`config.mk`:
```
export PLATFORM = sky130hd
export DESIGN_NAME = undo_redo_hist
export DESIGN_NICKNAME = d
export VERILOG_FILES = /design/src/rtl/undo_redo_hist.sv
export SDC_FILE = /design/constraint.sdc
export NUM_CORES = 1
export LEC_CHECK = 0
export CAP_MARGIN = 20
export CORE_MARGIN = 5
export CORE_UTILIZATION = 30
export CTS_BUF_LIST = sky130_fd_sc_hd__clkbuf_16
export DETAILED_ROUTE_END_ITERATION = 8
export PLACE_DENSITY = 0.44
export RECOVER_POWER = 25
export REMOVE_ABC_BUFFERS = 1
export SYNTH_ARGS = -nofsm -noshare
export SYNTH_HDL_FRONTEND = slang
export SYNTH_SLANG_ARGS = --single-unit
```
`constraint.sdc`:
```
create_clock -name clk -period 5.3 [get_ports clk]
set_input_delay 0.53 -clock clk [delete_from_list [all_inputs] [get_ports clk]]
set_output_delay 0.53 -clock clk [all_outputs]
set_load 0.01 [all_outputs]
```
`src/rtl/undo_redo_hist.sv`:
```
// Linear undo/redo history of committed strokes in a DEPTH-entry circular buffer.
// Rising edges on save/undo/redo/clear drive exactly one action per cycle (clear > save > undo > redo).
module undo_redo_hist #(
    parameter int DEPTH = 8,
    parameter int X_W   = 8,
    parameter int Y_W   = 8,
    parameter int C_W   = 3,
    localparam int AW   = $clog2(DEPTH),
    localparam int CW   = $clog2(DEPTH + 1)
) (
    input  logic           clk,
    input  logic           rst_n,
    input  logic           save,
    input  logic           undo,
    input  logic           redo,
    input  logic           clear,
    input  logic [X_W-1:0] x_in,
    input  logic [Y_W-1:0] y_in,
    input  logic [C_W-1:0] color_in,
    output logic [X_W-1:0] x_out,
    output logic [Y_W-1:0] y_out,
    output logic [C_W-1:0] color_out,
    output logic           restore_valid,
    output logic           restore_is_redo,
    output logic           dropped,
    output logic           can_undo,
    output logic           can_redo,
    output logic [CW-1:0]  undo_depth
);
    localparam int DW = X_W + Y_W + C_W;
    localparam logic [CW-1:0] FULL = CW'(DEPTH);

    logic [DW-1:0] mem [DEPTH];

    logic [AW-1:0] wr_ptr, wr_n;
    logic [CW-1:0] count, cnt_n;
    logic [CW-1:0] redo_cnt, redo_n;
    logic          save_q, undo_q, redo_q, clear_q;

    logic          clear_f, save_f, undo_f, redo_f;
    logic [CW-1:0] ud;
    logic [AW-1:0] slot, rd_idx;
    logic          wr_en, rd_en, rd_is_redo, drop_n;

    assign clear_f = clear & ~clear_q;
    assign save_f  = save  & ~save_q;
    assign undo_f  = undo  & ~undo_q;
    assign redo_f  = redo  & ~redo_q;

    assign ud       = count - redo_cnt;
    // The slot just past the undoable region: next save target and next redo source.
    assign slot     = wr_ptr - redo_cnt[AW-1:0];
    assign can_undo = (undo_depth != '0);
    assign can_redo = (redo_cnt != '0);

    // An edge claims the cycle even when its action is blocked; lower edges are dropped.
    always_comb begin
        wr_n       = wr_ptr;
        cnt_n      = count;
        redo_n     = redo_cnt;
        wr_en      = 1'b0;
        rd_en      = 1'b0;
        rd_is_redo = 1'b0;
        rd_idx     = slot;
        drop_n     = 1'b0;
        if (clear_f) begin
            wr_n   = '0;
            cnt_n  = '0;
            redo_n = '0;
        end else if (save_f) begin
            wr_en  = 1'b1;
            wr_n   = slot + 1'b1;
            redo_n = '0;
            drop_n = (ud == FULL);
            cnt_n  = (ud == FULL) ? FULL : ud + 1'b1;
        end else if (undo_f) begin
            if (ud != '0) begin
                rd_en  = 1'b1;
                rd_idx = slot - 1'b1;
                redo_n = redo_cnt + 1'b1;
            end
        end else if (redo_f) begin
            if (redo_cnt != '0) begin
                rd_en      = 1'b1;
                rd_is_redo = 1'b1;
                redo_n     = redo_cnt - 1'b1;
            end
        end
    end

    always_ff @(posedge clk) begin
        if (wr_en) begin
            mem[slot] <= {x_in, y_in, color_in};
        end
    end

    always_ff @(posedge clk or negedge rst_n) begin
        if (!rst_n) begin
            save_q          <= 1'b0;
            undo_q          <= 1'b0;
            redo_q          <= 1'b0;
            clear_q         <= 1'b0;
            wr_ptr          <= '0;
            count           <= '0;
            redo_cnt        <= '0;
            undo_depth      <= '0;
            x_out           <= '0;
            y_out           <= '0;
            color_out       <= '0;
            restore_valid   <= 1'b0;
            restore_is_redo <= 1'b0;
            dropped         <= 1'b0;
        end else begin
            save_q        <= save;
            undo_q        <= undo;
            redo_q        <= redo;
            clear_q       <= clear;
            wr_ptr        <= wr_n;
            count         <= cnt_n;
            redo_cnt      <= redo_n;
            undo_depth    <= cnt_n - redo_n;
            restore_valid <= rd_en;
            dropped       <= drop_n;
            if (rd_en) begin
                {x_out, y_out, color_out} <= mem[rd_idx];
                restore_is_redo           <= rd_is_redo;
            end
        end
    end
endmodule

```
Word-level counts from Yosys, hierarchy flattened

Memory sizes are Yosys's and may differ from the RTL's. A register that Yosys moved wholly into a read port is not among the register bits.
Index checks and enable logic that the tools add are counted.

Equal/unequal tests: 1
Bitwise operators: 8
Add/subtract/negate cells: 8
Multiplexer cells: 30
Reduce and logical (&&, ||, !) cells: 5

Operator list:

| kind                | number |
|---|---|
| $mux 4              | 9 |
| $mux 3              | 6 |
| $mux 1              | 15 |
| $reduce_bool 4->1   | 3 |
| $add 4x1->4 const B | 2 |
| $sub 4x4->4         | 2 |
| $and 1x1->1         | 4 |
| $eq 4x4->1 const B  | 1 |
| $not 1->1           | 4 |
| $sub 4x1->4 const B | 1 |
| $add 3x1->3 const B | 1 |
| $sub 3x1->3 const B | 1 |
| $sub 3x3->3         | 1 |
| $reduce_bool 2->1   | 1 |
| $logic_not 1->1     | 1 |

Memories: 1
Input bits: 25
Register bits: 22
Memory bits (writable): 152
Output and inout bits: 28

Memories:

| name | words | bits a word | rd ports | clocked after Yosys merged registers in | wr ports | RTL line | source |
|---|---|---|---|---|---|---|---|
| mem  | 8     | 19          | 1        | 1                                       | 1        | 33       | `logic [DW-1:0] mem [DEPTH];` |

Longest topological paths before layout

Word-level depth: 7
Gate-level depth with buffers: 17
Gate-level depth less buffers: 16

Worst setup path before layout

OpenSTA, ideal clock, no wires.

Kind: reg-to-reg
Start point: register redo_cnt[0]
End point: memory mem[5][0] (netlist name) (enable)
Data required time: 4.856 ns
Library setup time: 0.444 ns
Arrival: 3.486 ns
Slack: 1.371 ns
Clock period less this slack: 3.929 ns
Stages on the path, launching flop included: 6
Cell sequence: dfrtp_1 -> ha_1 -> buf_2 -> clkbuf_1 -> clkbuf_1 -> nor4_1

Cells in the longest elaborated chain, start to end: 1

Ends and longest elaborated chain:

| what                   | RTL line | source |
|---|---|---|
| from (decl)            | 37       | `logic [CW-1:0] redo_cnt, redo_n;` |
| from (signal assigned) | 120      | `redo_cnt <= redo_n;` |
| $sub 3x3->3            | 52       | `assign slot = wr_ptr - redo_cnt[AW-1:0];` |
| to (decl)              | 33       |  |

Every way passes these cells.

Worst setup path after layout

Start point: register redo_cnt[0]
End point: register x_out[1] (read register of mem)

Cells in the longest elaborated chain, start to end: 6
Elaborated cells between the ends (all ways): 15
Classes of those cells: add/sub (3); mux (10); reduce/logical (2)

Ends and longest elaborated chain:

| what                                      | RTL line | source |
|---|---|---|
| $sub 3x3->3, or another cell as far along | 52       |  |
| $sub 3x1->3, or another cell as far along | 79       | `rd_idx = slot - 1'b1;` |
| $mux 3, or another cell as far along      | 77       | `if (ud != '0) begin` |
| $mux 3 / $mux 1 (equally long branches)   | 76       | `end else if (undo_f) begin` |
| $mux 3 / $mux 1 (equally long branches)   | 70       | `end else if (save_f) begin` |
| $mux 3 / $mux 1 (equally long branches)   | 66       | `if (clear_f) begin` |
| to (decl)                                 | 20       | `output logic [X_W-1:0] x_out,` |

Several ways; a longest one is shown, not always the timed one.
A chain may end at the register's enable or synchronous reset.

==> impl_metrics.csv <==
group,metric,value,unit
run_status,status,"finished with violations",
run_status,violations,"capacitance limit, slew limit",
sta,rsz0062_at_grt,"false",
sta,slew_headroom,-84.5,%
yosys,synth.avg_cell_area,14.0,sq um
final_layout,fill_cells,2817,
power_and_ir_drop,p_switching,2910,uW
final_layout,drive_above_1_share,16.3,%
final_layout,final_common_cell,"edfxtp_1",
sta,hold_violations,0,
detailed_routing,drtIter0Drc,467,
sta,fmax,0.245,GHz
yosys,synth-seq-area-share,62.3,%
sta,period_needed,4090,ps
power_and_ir_drop,swShare,42.3,%
placed_design,place.gp.congestion,0.811,
worst_setup_path,start_kind,"flip-flop",
run,cap_violations,1,
clock_tree,clk_latency,440,ps
floorplanning,die_w,183,um
floorplanning,initial_core_util,30.4,%
final_layout,antenna_cells,0,
clock_tree,postCtsSetupRepairBufs,0,
worst_setup_path,cp_max_fo,22,
clock_tree,cts.repair.resized,0,
min_path,hold_path_class,"flip-flop to flip-flop",
global_routing,overflow,0,
yosys,yosysWarnings,0,
placed_design,io_buffers,52,
yosys,ys_seq_elements,193,
detailed_routing,drc,0,
worst_setup_path,critPathCaptureType,"flip-flop",
power_and_ir_drop,p_per_area,650,mW/mm^2
clock_tree,cts_made_buffers,17,
final_layout,layout_common_cells,"152 x edfxtp_1, 63 x nor2_1, 41 x dfrtp_1",
clock_tree,root_buffer,"clkbuf_16",
clock_tree,ctsHoldBuffers,0,
sta,finalSetupTns,0,ps
detailed_routing,vias,5865,
sta,skew,11.7,ps
sta,setup_violations,0,
detailed_routing,antenna_left,0,
yosys,async_flop_share,21.2,%
worst_setup_path,cp.arrival,4400,ps
power_and_ir_drop,p_seq_share,29.6,%
global_routing,globalRouteTotalUtil,15.1,%
global_routing,grt_pass1_wl,38000,um
global_routing,grt_pass1_vias,6007,
clock_tree,cts_tree,"built",
global_routing,grt_max_degree,42,
clock_tree,h-tree-depth,4,
power_and_ir_drop,leakage,0.00369,uW
floorplanning,pin_count,53,
clock_tree,clock-sinks,193,
floorplanning,rows,63,
yosys,synth-edff-count,152,
yosys,syn_inst,641,
floorplanning,die_area,0.0335,sq mm
placed_design,place_hpwl,15300,um
yosys,synth_area,0.00898,sq mm
power_and_ir_drop,ir_drop,413,uV
worst_setup_path,critPathKind,"flip-flop to flip-flop",
detailed_routing,drt-pass1-iter-count,5,
sta,fin_crit_sh,77.1,%
sta,finalMaxSlewViolations,42,
detailed_routing,detail_route.wl_per_cell,22.8,um
yosys,ys.flop_type,"edfxtp_1",
floorplanning,core_area,0.0296,sq mm
power_and_ir_drop,p_clk_share,17.8,%
power_and_ir_drop,power.internal,3970,uW
clock_tree,cts.clk_slew.worst_paths,70,ps
floorplanning,die_y,183,um
detailed_routing,routed_wl,25100,um
sta,worst_pin_slew,2770,ps
final_layout,finalNetCount,739,
power_and_ir_drop,p_total,6880,uW
detailed_routing,viasPerCell,5.33,
final_layout,fin_util,35.8,%
final_layout,area_growth,17.9,%
clock_tree,clockBufferDepth,2,
power_and_ir_drop,pwr-share-comb,52.5,%
global_routing,antenna_found_initial,0,
yosys,yosysUniqueCellTypes,68,
worst_setup_path,required,5610,ps
## worst max-delay path: stages, from the launching register on
cell and delay [ps]:
dfrtp_1 470, ha_2 220, inv_1 50, fa_1 480, buf_4 350, inv_2 240, ha_1 530, buf_4 290
or2_2 470, or3_1 510, o22ai_1 240, o31ai_2 110
## layout make-up
cell class	instances	area (sq um)	share of cell area [%]
clock buffer	17	425	4.02
sequential	193	5590	52.8
tap	390	488	4.61
timing repair buffer	77	699	6.61
inverter	19	71.3	0.674
multi-input combinational	390	3190	30.1
clock inverter	14	124	1.17
## cell families (layout without fill, tap and decap cells)
group | after synthesis | after routing | synth area share, %
DFF | 193 | 193 | 62.3
AOI/OAI and AO/OA | 177 | 177 | 17.3
and+or+nand+nor | 140 | 140 | 7.40
buffers and inverters | 58 | 127 | 2.93
muxes | 45 | 45 | 6.41
adders and majority gates | 16 | 16 | 2.48
xor gates and xnor gates | 12 | 12 | 1.25
## power groups by stage
stage               Combinational [uW]  Clock [uW]  Sequential (uW)
floorplan                         2320           0             2080
global placement                  3600           0             2070
detailed placement                3650           0             2070
CTS                               3670        1250             2040
global route                      3920        1320             2070
finish                            3610        1230             2040
## cell usage after synthesis (2+ instances only)
| master | n | area [sq um] |
|---|---|---|
| o21bai_1 | 28 | 210 |
| nor2_1 | 65 | 244 |
| buf_6 | 4 | 45.0 |
| fa_1 | 3 | 60.1 |
| mux2i_1 | 35 | 350 |
| o311ai_2 | 3 | 48.8 |
| buf_1 | 4 | 15.0 |
| o21ai_1 | 2 | 10.0 |
| a21oi_1 | 7 | 35.0 |
| nor4_1 | 3 | 18.8 |
| o2111ai_1 | 14 | 123 |
| a2bb2oi_2 | 5 | 75.1 |
| nor2_2 | 3 | 18.8 |
| nand2_1 | 30 | 113 |
| buf_2 | 12 | 60.1 |
| o221a_2 | 8 | 90.1 |
| nand3_1 | 5 | 25.0 |
| ha_1 | 13 | 163 |
| a211oi_1 | 13 | 97.6 |
| xnor2_1 | 8 | 70.1 |
| mux4_2 | 10 | 225 |
| dfrtp_1 | 41 | 1030 |
| a21oi_2 | 2 | 17.5 |
| o311ai_1 | 10 | 87.6 |
| nor3_1 | 10 | 50.1 |
| inv_1 | 17 | 63.8 |
| edfxtp_1 | 152 | 4560 |
| clkbuf_1 | 19 | 71.3 |
| o22ai_1 | 31 | 194 |
| nor2b_1 | 9 | 56.3 |
| nand2b_1 | 3 | 18.8 |
| o31ai_2 | 4 | 50.1 |
| o21ai_0 | 8 | 40.0 |
| o31ai_1 | 2 | 15.0 |
| a22o_1 | 3 | 26.3 |
| o221a_1 | 20 | 225 |
| a211oi_4 | 2 | 40.0 |
| xor2_1 | 3 | 26.3 |
## flip-flops by register name, indices dropped and copies added, names as in the netlist
name	count
clear_q	1
color_out	3
count	4
dropped	1
mem	152
redo_cnt	4
redo_q	1
restore_is_redo	1
restore_valid	1
save_q	1
undo_depth	4
undo_q	1
wr_ptr	3
x_out	8
y_out	8
## stage by stage
stage | std cells | setup slack [ps] | hold WS, ps | area, sq um
3_3_place_gp | 1069 | 1320 | 496 | 10000
4_1_cts | 1100 | 1220 | 233 | 10600
3_5_place_dp | 1069 | 1240 | 501 | 10000
5_1_grt | 1100 | 969 | 543 | 10600
6_report | 1100 | 1210 | 514 | 10600
2_1_floorplan | 602 | 719 | 234 | 8790
## metal layers
layer  up-vias  wire length, um  GRT usage (%)
met5         -                0              0
met4         0              350           3.61
met3        23             1120           2.70
met2       161            12100           25.0
met1      3035            11500           20.7
li1       2646                -              -
## path summary, 6_finish.rpt
kind                                             from  cells after the start  slack [ps]                    end
max in group asynchronous                       rst_n                      2        2660   y_out[3]$_DFFE_PN0P_
worst min-delay path            wr_ptr[2]$_DFFE_PN0P_                      2         510  wr_ptr[2]$_DFFE_PN0P_
worst max register to register  redo_cnt[0]$_DFF_PN0_                     11        1210   x_out[1]$_DFFE_PN0P_
min in group asynchronous                       rst_n                      2        1080      clear_q$_DFF_PN0_
worst max-delay path            redo_cnt[0]$_DFF_PN0_                     11        1210   x_out[1]$_DFFE_PN0P_
worst min register to register  wr_ptr[2]$_DFFE_PN0P_                      2         510  wr_ptr[2]$_DFFE_PN0P_
Note: power is estimated with default switching activity, not from simulation.
